$ cat src/rtl/mem_access_ctrl.sv
`default_nettype none
// ============================================================================
// mem_access_ctrl : MEM-stage controller running a req/ack data-memory access
//                   and stalling the upstream pipeline while it is outstanding
// Revision 1.0
// ============================================================================
module mem_access_ctrl #(
   parameter int TIMEOUT = 255
) (
   input  logic        clk_i,
   input  logic        rst_i,
   input  logic        valid_i,
   input  logic [31:0] pc_i,
   input  logic [31:0] alu_res_i,
   input  logic [31:0] wr_data_i,
   input  logic        mem_read_i,
   input  logic        mem_write_i,
   input  logic        reg_write_i,
   input  logic [4:0]  rd_i,
   output logic        mem_req_o,
   output logic        mem_we_o,
   output logic [31:0] mem_addr_o,
   output logic [31:0] mem_wdata_o,
   input  logic        mem_ack_i,
   input  logic [31:0] mem_rdata_i,
   output logic        stall_o,
   output logic        wb_valid_o,
   output logic [31:0] wb_pc_o,
   output logic [31:0] wb_data_o,
   output logic [4:0]  wb_rd_o,
   output logic        wb_reg_write_o,
   output logic        misalign_o,
   output logic        bus_err_o
);

   typedef enum logic [0:0] {
      IDLE = 1'b0,
      BUSY = 1'b1
   } state_t;

   localparam logic [7:0] TMO_LAST = 8'(TIMEOUT - 1);

   state_t     state_q;
   logic [7:0] cnt_q;

   logic w_mem_op;
   logic w_misal;
   logic w_tmo;

   assign w_mem_op = valid_i & (mem_read_i | mem_write_i);
   assign w_misal  = |alu_res_i[1:0];
   assign w_tmo    = (cnt_q == TMO_LAST);

   // Held low during reset so the whole interface reads zero while rst_i is asserted.
   always_comb begin
      stall_o = 1'b0;
      if (rst_i) begin
         case (state_q)
            IDLE:    stall_o = w_mem_op & ~w_misal;
            BUSY:    stall_o = ~mem_ack_i & ~w_tmo;
            default: stall_o = 1'b0;
         endcase
      end
   end

   always_ff @(posedge clk_i or negedge rst_i) begin
      if (!rst_i) begin
         state_q        <= IDLE;
         cnt_q          <= 8'd0;
         mem_req_o      <= 1'b0;
         mem_we_o       <= 1'b0;
         mem_addr_o     <= 32'd0;
         mem_wdata_o    <= 32'd0;
         wb_valid_o     <= 1'b0;
         wb_pc_o        <= 32'd0;
         wb_data_o      <= 32'd0;
         wb_rd_o        <= 5'd0;
         wb_reg_write_o <= 1'b0;
         misalign_o     <= 1'b0;
         bus_err_o      <= 1'b0;
      end else begin
         misalign_o <= 1'b0;
         bus_err_o  <= 1'b0;
         case (state_q)
            IDLE: begin
               if (!w_mem_op) begin
                  wb_valid_o     <= valid_i;
                  wb_pc_o        <= pc_i;
                  wb_data_o      <= alu_res_i;
                  wb_rd_o        <= rd_i;
                  wb_reg_write_o <= reg_write_i & valid_i;
               end else if (w_misal) begin
                  misalign_o     <= 1'b1;
                  wb_valid_o     <= 1'b0;
                  wb_reg_write_o <= 1'b0;
               end else begin
                  state_q        <= BUSY;
                  cnt_q          <= 8'd0;
                  mem_req_o      <= 1'b1;
                  mem_we_o       <= mem_write_i;
                  mem_addr_o     <= {alu_res_i[31:2], 2'b00};
                  mem_wdata_o    <= wr_data_i;
                  wb_valid_o     <= 1'b0;
                  wb_reg_write_o <= 1'b0;
               end
            end
            BUSY: begin
               // Ack is checked first so it wins over a coincident timeout.
               if (mem_ack_i) begin
                  state_q        <= IDLE;
                  mem_req_o      <= 1'b0;
                  wb_valid_o     <= 1'b1;
                  wb_pc_o        <= pc_i;
                  wb_rd_o        <= rd_i;
                  wb_data_o      <= mem_write_i ? alu_res_i : mem_rdata_i;
                  wb_reg_write_o <= mem_write_i ? 1'b0 : reg_write_i;
               end else if (w_tmo) begin
                  state_q        <= IDLE;
                  mem_req_o      <= 1'b0;
                  bus_err_o      <= 1'b1;
                  wb_valid_o     <= 1'b0;
                  wb_reg_write_o <= 1'b0;
               end else begin
                  cnt_q          <= cnt_q + 8'd1;
                  wb_valid_o     <= 1'b0;
                  wb_reg_write_o <= 1'b0;
               end
            end
            default: state_q <= IDLE;
         endcase
      end
   end

endmodule
`default_nettype wire

$ cat config.mk
export PLATFORM = sky130hd
export DESIGN_NAME = mem_access_ctrl
export DESIGN_NICKNAME = d
export VERILOG_FILES = /design/src/rtl/mem_access_ctrl.sv
export SDC_FILE = /design/constraint.sdc
export NUM_CORES = 1
export LEC_CHECK = 0
export ABC_AREA = 1
export BUFFER_PORTS_ARGS = -buffer_cell sky130_fd_sc_hd__buf_2
export CAP_MARGIN = 0
export CORE_AREA = 8 8 119 121
export DETAILED_ROUTE_END_ITERATION = 8
export DIE_AREA = 0 0 127 129
export HOLD_SLACK_MARGIN = 0.03
export PLACE_DENSITY_LB_ADDON = 0.08
export SLEW_MARGIN = 5
export SYNTH_ARGS = -nofsm -noshare
export SYNTH_HDL_FRONTEND = slang
export SYNTH_SLANG_ARGS = --single-unit
$ cat constraint.sdc
create_clock -name clk_i -period 3.9 [get_ports clk_i]
set_input_delay 1.17 -clock clk_i [delete_from_list [all_inputs] [get_ports clk_i]]
set_output_delay 1.17 -clock clk_i [all_outputs]
set_load 0.01 [all_outputs]
[Yosys cells after proc, flatten, opt, wreduce, memory -nomap -nowiden]
Cells that the tools add are included.
Cells by class
  reductions and logical operators: 5
  equal/unequal tests: 8
  add/subtract/negate cells: 1
  bitwise gates (word level): 9
  muxes and demuxes: 40
Operators by type and width (number)
  two-way mux 32 bit: 5
  case mux 32 bit (2 select lines): 2
  two-way mux 8 bit: 4
  two-way mux 1 bit: 20
  case mux 8 bit (2 select lines): 1
  != test 2 bit (second input constant): 6
  two-way mux 5 bit: 2
  case mux 1 bit (2 select lines): 5
  case mux 5 bit (2 select lines): 1
  adder 8 x 1 -> 8 bit (second input constant): 1
  == test 8 bit (second input constant): 1
  AND reduction 3 bit: 2
  AND 1 bit: 4
  inverter 1 bit: 4
  AND reduction 4 bit: 1
  != test 3 x 2 -> 1 bit (second input constant): 1
  AND reduction 2 bit: 1
  OR reduction 2 bit: 1
  OR 1 bit: 1
Word-level totals
  word-level logic and storage cells: 76
  register bits after elaboration: 146
  input port bits: 140
  output and inout port bits: 140

[Longest topological paths before layout]
Gate-level depths: netlist of the first run.
  word-level depth: 5
  gate-level depth with buffers: 10

[Worst setup path after synthesis of the first run]
OpenSTA, ideal clock, no wires.
  path kind: input to output
  from: in valid_i
  to: out stall_o
  slack: 870 ps
  data arrival time: 1860 ps
  cell stages on the path: 7
  path buffers: 1
  cell sequence: inv_1 nor2_4 nand3_2 buf_6 nand2_2 inv_2 nor2_1
On the way
  word-level cells in the longest chain between the ends: 4
RTL lines
  from (decl): RTL line 12  | input logic valid_i,
  AND 1 bit: RTL line 50  | assign w_mem_op = valid_i & (mem_read_i | mem_write_i);
  AND 1 bit: RTL line 59  | IDLE: stall_o = w_mem_op & ~w_misal;
  case mux 1 bit (2 select lines): RTL line 58  | case (state_q)
  two-way mux 1 bit: RTL line 57  | if (rst_i) begin
  to (decl): RTL line 26  | output logic stall_o,
No other way between the ends.

[Worst setup path after layout of the first run]
  from: in alu_res_i[1]
  to: out stall_o
On the way
  word-level cells in the longest chain between the ends: 5
RTL lines
  from (decl): RTL line 14  | input logic [31:0] alu_res_i,
  OR reduction 2 bit: RTL line 51  | assign w_misal = |alu_res_i[1:0];
  inverter 1 bit (no line)
  AND 1 bit: RTL line 59
  case mux 1 bit (2 select lines): RTL line 58
  two-way mux 1 bit: RTL line 57
No other way between the ends.

==> impl_metrics.toml, run 1 <==
[floorplan]
rows = 41
die_w_um = 127
io-pin-count = 280
initial_core_util_pct = 49.90
dieArea_sq_um = 16380
die_h_um = 129
coreArea_sq_um = 12310

[setup_path]
path_class = "in -> out"
crit_chain = "buf_2, nor2_1, nand3_4, nand2_2, inv_2, nor2_1, buf_2"
cp.required_ns = 2.73
reg2reg_depth = 4
cp.arrival_ns = 2.08
cp-start-kind = "primary input"
r2r-end = "mem_addr_o[5]"
worstPathMaxFanout = 8
worst_setup_path_end_kind = "primary output"
reg2reg_from = "state_q"
crit_buf_inv = 3
reg2reg_setup_slack_ns = 1.84
cp_top_family = "simple AND/OR/NAND/NOR gates"
crit_path_max_incr_delay_ns = 0.20
critPathSlowestCell = "nor2_1"

[logic_synthesis]
synth.cell_area_sq_um = 6143
ys_seq_area_share_pct = 59.47
synth_area_per_cell_sq_um = 8.726
yosys-top-cells-area = "dfrtp_1 59%, nand2_1 13%, o21ai_0 5.3%"
synth_top_area_cell = "dfrtp_1"
ys_warn_count = 0
postSynthCellCount = 704
synth-seq-cells = 146
synth.distinct_cells = 27
netlist.area_leader.share_pct = 59.47

[status]
status = "complete, no violations"

[cts]
clk_pin_slew_ns = 0.05
cts_hold_buf = 0
post_cts_buffers = 0
cts.sinks = 146
clock_path_buffers = 2
clkLatencyLatePin_ns = 0.41
post_cts_resize_count = 0
cts_htree_levels = 4
cts_root_buffer = "clkbuf_16"
cts_buffers = 17
cts_tree = "done"

[power]
ir_drop_uv = 292.4
power_per_cell_area_nw_per_um2 = 522.0
p_leak_nw = 4.642

[grt]
grt.overflow.total = 0
grt_util_all_layers_pct = 22.28
grt_pass1_wl_um = 28520
grt_start_max_net_pins = 147
grt_antenna_before_repair = 0
grt_pass1_vias = 5592

[routing]
drtAntennaViolNets = 0
post_drt_wl_per_cell_um = 15.71
drt-pass1-iter-count = 5
vias = 5507
routed_via_density = 4.878
drc_errors = 0
routed_wl_um = 17740
drt_iter0_drc = 610

[cells_and_area]
final_cell_mix = "276 x buf_2, 206 x nand2_1, 146 x dfrtp_1"
final_common_cell = "buf_2"
drive_above_1_share_pct = 33.23
areaGrowthSynthToFinish_pct = 31.71
finalNetCount = 1107

[timing]
fin_tns_setup_ns = 0
skew_ns = 0.004124
finalCritPeriodShare_pct = 83.26
fmax_ghz = 0.3080
fin_crit_ns = 3.247
slew_viol_final = 0
slew_headroom_pct = 22.15
grt_setup_unrepaired = "no"
hold_ws_ns = 0.4740
tightest_slew_ns = 1.168
setup-violations-final = 0
finalHoldViolations = 0

[job]
cap_violations = 0

[place]
dp_hpwl_um = 12920
port_buffers = 277
gpl.final_weighted_congestion = 0.7907

[min_path]
worstHoldEndpoint = "mem_req_o"
hold_path_depth = 2
min_path_type = "reg -> reg"
min_from = "mem_req_o"
synthesized netlist by cell type (all sizes together):
cell type,count
ha,2
nand3b,1
nor3,1
inv,74
a21boi,1
buf,30
or2,1
a21oi,31
o21bai,1
nand3,49
conb,1
a21o,1
clkbuf,11
o21ai,95
nor2,47
nand2,212
dfrtp,146
routing by layer:
metal  up-vias  track usage, %  routed length (um)
met1      2515           26.29                6878
met5         -               0                   0
met4         0           10.29                 491
li1       2733               -                   -
met3        33           9.268                1843
met2       226           34.98                8522
logic make-up (layout without fill, tap and decap cells):
kind of cell    Yosys count  after routing  synth area share [%]
simple gates            311            311                 20.65
flops                   146            146                 59.47
compound gates          129            129                 10.88
buf+inv                 115            388                 8.534
fa+ha+maj                 2              2                0.4073
other cells               1              3               0.06104
final cells by class:
| class | instances | area [sq um] |
|---|---|---|
| Antenna cell | 1 | 2.502 |
| Clock buffer | 27 | 513.0 |
| Clock inverter | 5 | 25.02 |
| Fill cell | 1082 | 4220 |
| Inverter | 74 | 277.8 |
| Multi-Input combinational cell | 444 | 1977 |
| Sequential cell | 146 | 3654 |
| Tap cell | 150 | 187.7 |
| Timing Repair Buffer | 282 | 1455 |
worst min-delay path: stages (launching register included):
cell,delay (ns)
dfrtp_1,0.34
nand2_1,0.05
nand2_1,0.05
where the power goes:
group / internal (W) / switching [W] / total [W]
Sequential: 0.00176 / 0.000134 / 0.00189
Combinational: 0.000349 / 0.000515 / 0.000864
Clock: 0.000892 / 0.000575 / 0.00147
Total: 0.00300 / 0.00122 / 0.00422
stage by stage:
step | util [%] | instance area, sq um | setup slack [ns] | cells | power, W
2_1_floorplan | - | 6147 | 0.8704 | 705 | 0.002343
3_3_place_gp | 61.33 | 7551 | 0.7130 | 1096 | 0.002767
3_5_place_dp | 61.33 | 7551 | 0.6327 | 1096 | 0.002795
4_1_cts | 65.70 | 8089 | 0.6251 | 1128 | 0.004274
5_1_grt | 65.70 | 8089 | 0.5424 | 1128 | 0.004461
6_report | 65.72 | 8092 | 0.6528 | 1129 | 0.004224
sequential cells by signal (all words and copies together) (netlist names), 5 cells and up:
name,cells
mem_wdata_o,32
wb_data_o,32
wb_pc_o,32
mem_addr_o,30
cnt_q,8
wb_rd_o,5
how the worst max path moves through the flow:
stage	startpoint	to	slack (ns)	depth (start not counted)
final	alu_res_i[1]	stall_o	0.65	7
after global routing	alu_res_i[1]	stall_o	0.54	7
after CTS	alu_res_i[1]	stall_o	0.63	7
after detailed placement	alu_res_i[1]	stall_o	0.63	7
after global placement	alu_res_i[1]	stall_o	0.71	7
after floorplan	valid_i	stall_o	0.87	7
No activity file was read; power rests on OpenSTA's default activity.
==> inputs of run 2 (changes only) <==
Settings changed: CORE_AREA 8 8 119 121 to 8 8 124 126, DIE_AREA 0 0 127 129 to 0 0 132 134.
Clock period 3.9 ns to 3.2 ns, I/O delays scaled along.
==> run 2 against run 1 <==
  * Register-to-register slack lost 0.81 ns
  * Hold slack gained 0.0015 ns
  * Clock power grew 52%
  * Non-clock buffer count grew 4
  * Critical path type is now reg -> out
  * Die area grew 8.0%
  * Largest cell class unchanged
  * Critical path depth grew 3
  * Sequential power grew 22%
  * Count of clock-buffer cells in the layout shrank 2
  * Sequential cell count is the same
  * First-iteration DRC count shrank 39%
  * Design area grew 2.6%
  * Via count grew 0.20%
  * Largest power group unchanged
==> impl_metrics.toml, run 2 (synthesized netlist as in run 1, its figures left out) <==
[status]
status = "complete, no violations"

[cts]
cts_buffers = 17
clk_pin_slew_ns = 0.06
post_cts_resize_count = 0
cts_root_buffer = "clkbuf_16"
cts.sinks = 146
cts_htree_levels = 4
post_cts_buffers = 0
cts_hold_buf = 0
clkLatencyLatePin_ns = 0.40
clock_path_buffers = 2
cts_tree = "done"

[min_path]
hold_path_depth = 2
worstHoldEndpoint = "mem_wdata_o[31]"
min_from = "mem_wdata_o[31]"
min_path_type = "reg -> reg"

[setup_path]
path_class = "reg -> out"
reg2reg_depth = 5
crit_top_cell = "nand2_1"
worst_setup_path_end_kind = "primary output"
r2r-end = "mem_wdata_o[6]"
crit_chain = "inv_1, ha_1, nand2_1, nor2_1, nand2_1, nand2_1, nand2_2, inv_2, nor2_1, buf_2"
cp.required_ns = 2.24
critPathSlowestCell = "dfrtp_1"
crit_path_max_incr_delay_ns = 0.40
reg2reg_from = "state_q"
worstPathMaxFanout = 8
cp-start-kind = "flip-flop"
reg2reg_setup_slack_ns = 1.03
cp.arrival_ns = 1.88

[timing]
slew_headroom_pct = 46.26
slew_viol_final = 0
fin_crit_ns = 2.842
setup-violations-final = 0
finalCritPeriodShare_pct = 88.83
fmax_ghz = 0.3518
layout_setup_ws_ns = 0.3575
fin_tns_setup_ns = 0
grt_setup_unrepaired = "no"
finalHoldViolations = 0
tightest_slew_ns = 0.8062
skew_ns = 0.006106

[floorplan]
die_w_um = 132
initial_core_util_pct = 45.49
coreArea_sq_um = 13500
dieArea_sq_um = 17690
rows = 43
io-pin-count = 280
die_h_um = 134

[routing]
vias = 5518
routed_wl_um = 18060
post_drt_wl_per_cell_um = 15.54
drt_iter0_drc = 373
drtAntennaViolNets = 0
drc_errors = 0
routed_via_density = 4.749
drt-pass1-iter-count = 4

[place]
place_ws_ns = 0.3837
gpl.final_weighted_congestion = 0.7755
dp_hpwl_um = 13330
port_buffers = 277

[power]
power_per_cell_area_nw_per_um2 = 674.5
ir_drop_uv = 341.7
p_leak_nw = 4.720

[grt]
grt_pass1_vias = 5565
grt.overflow.total = 0
grt_util_all_layers_pct = 20.62
grt_antenna_before_repair = 1
grt_pass1_wl_um = 29130
grt_start_max_net_pins = 147

[cells_and_area]
finalNetCount = 1111
final_common_cell = "buf_2"
drive_above_1_share_pct = 33.81
final_cell_mix = "276 x buf_2, 206 x nand2_1, 146 x dfrtp_1"
n_antenna_cell = 0
areaGrowthSynthToFinish_pct = 35.11
biggestRegsByFlops = "mem_wdata_o x32, wb_data_o x32, wb_pc_o x32"
fin_util_pct = 61.47

[job]
cap_violations = 0
run 2: cell types whose count changed in the layout (fill, tap and decap cells not counted), sizes merged:
cell / change
diode: -1
bufinv: +5
clkinv: -5
clkbuf: -2
buf: +4
clkinvlp: +1
inv: +1
run 2: worst max-delay path by stage:
stage                      start         endpoint  slack, ns
floorplan                valid_i          stall_o       0.59
finish                  cnt_q[0]          stall_o       0.36
global placement    alu_res_i[1]          stall_o       0.42
detailed placement   mem_write_i  mem_wdata_o[15]       0.38
CTS                     cnt_q[0]          stall_o       0.34
global route            cnt_q[0]          stall_o       0.17
run 2: final cells by class:
cell class / count / area (sq um)
fillers: 1296 / 5204
flip-flops and latches: 146 / 3654
clock buffers: 25 / 515.5
inverters: 74 / 277.8
repair buffers: 286 / 1485
multi-input cells: 444 / 1977
clock inverters: 7 / 166.4
well taps: 180 / 225.2
run 2: worst max-delay path: cells and delay by family, from the launching register on:
kind / cells / cell delay, ns
fa+ha+maj: 1 / 0.16
flops: 1 / 0.40
simple gates: 6 / 0.52
buf+inv: 3 / 0.39
run 2: routing by layer:
layer | routed length (um) | share of wire, % | global-route usage, %
met1 | 7399 | 41 | 23.82
met2 | 8556 | 47 | 33.94
met3 | 1748 | 9.7 | 8.489
met4 | 339 | 1.9 | 7.275
met5 | 13 | 0.072 | 0
run 2: where the power goes:
part / switching (W) / internal [W] / leakage, nW
Clock: 0.000724 / 0.00151 / 0.330
Combinational: 0.000633 / 0.000428 / 2.61
Sequential: 0.000158 / 0.00214 / 1.78
Total: 0.00151 / 0.00408 / 4.72
run 2: stage by stage:
stage                     instances  area, sq um  power, W  hold WS, ns
after floorplan                 705         6147  0.002855       0.4576
after global placement         1130         7619  0.003396       0.4610
after detailed placement       1130         7619  0.003415       0.4626
after CTS                      1162         8300  0.005677       0.4781
after global routing           1162         8300  0.005907       0.4980
final                          1162         8300  0.005599       0.4756
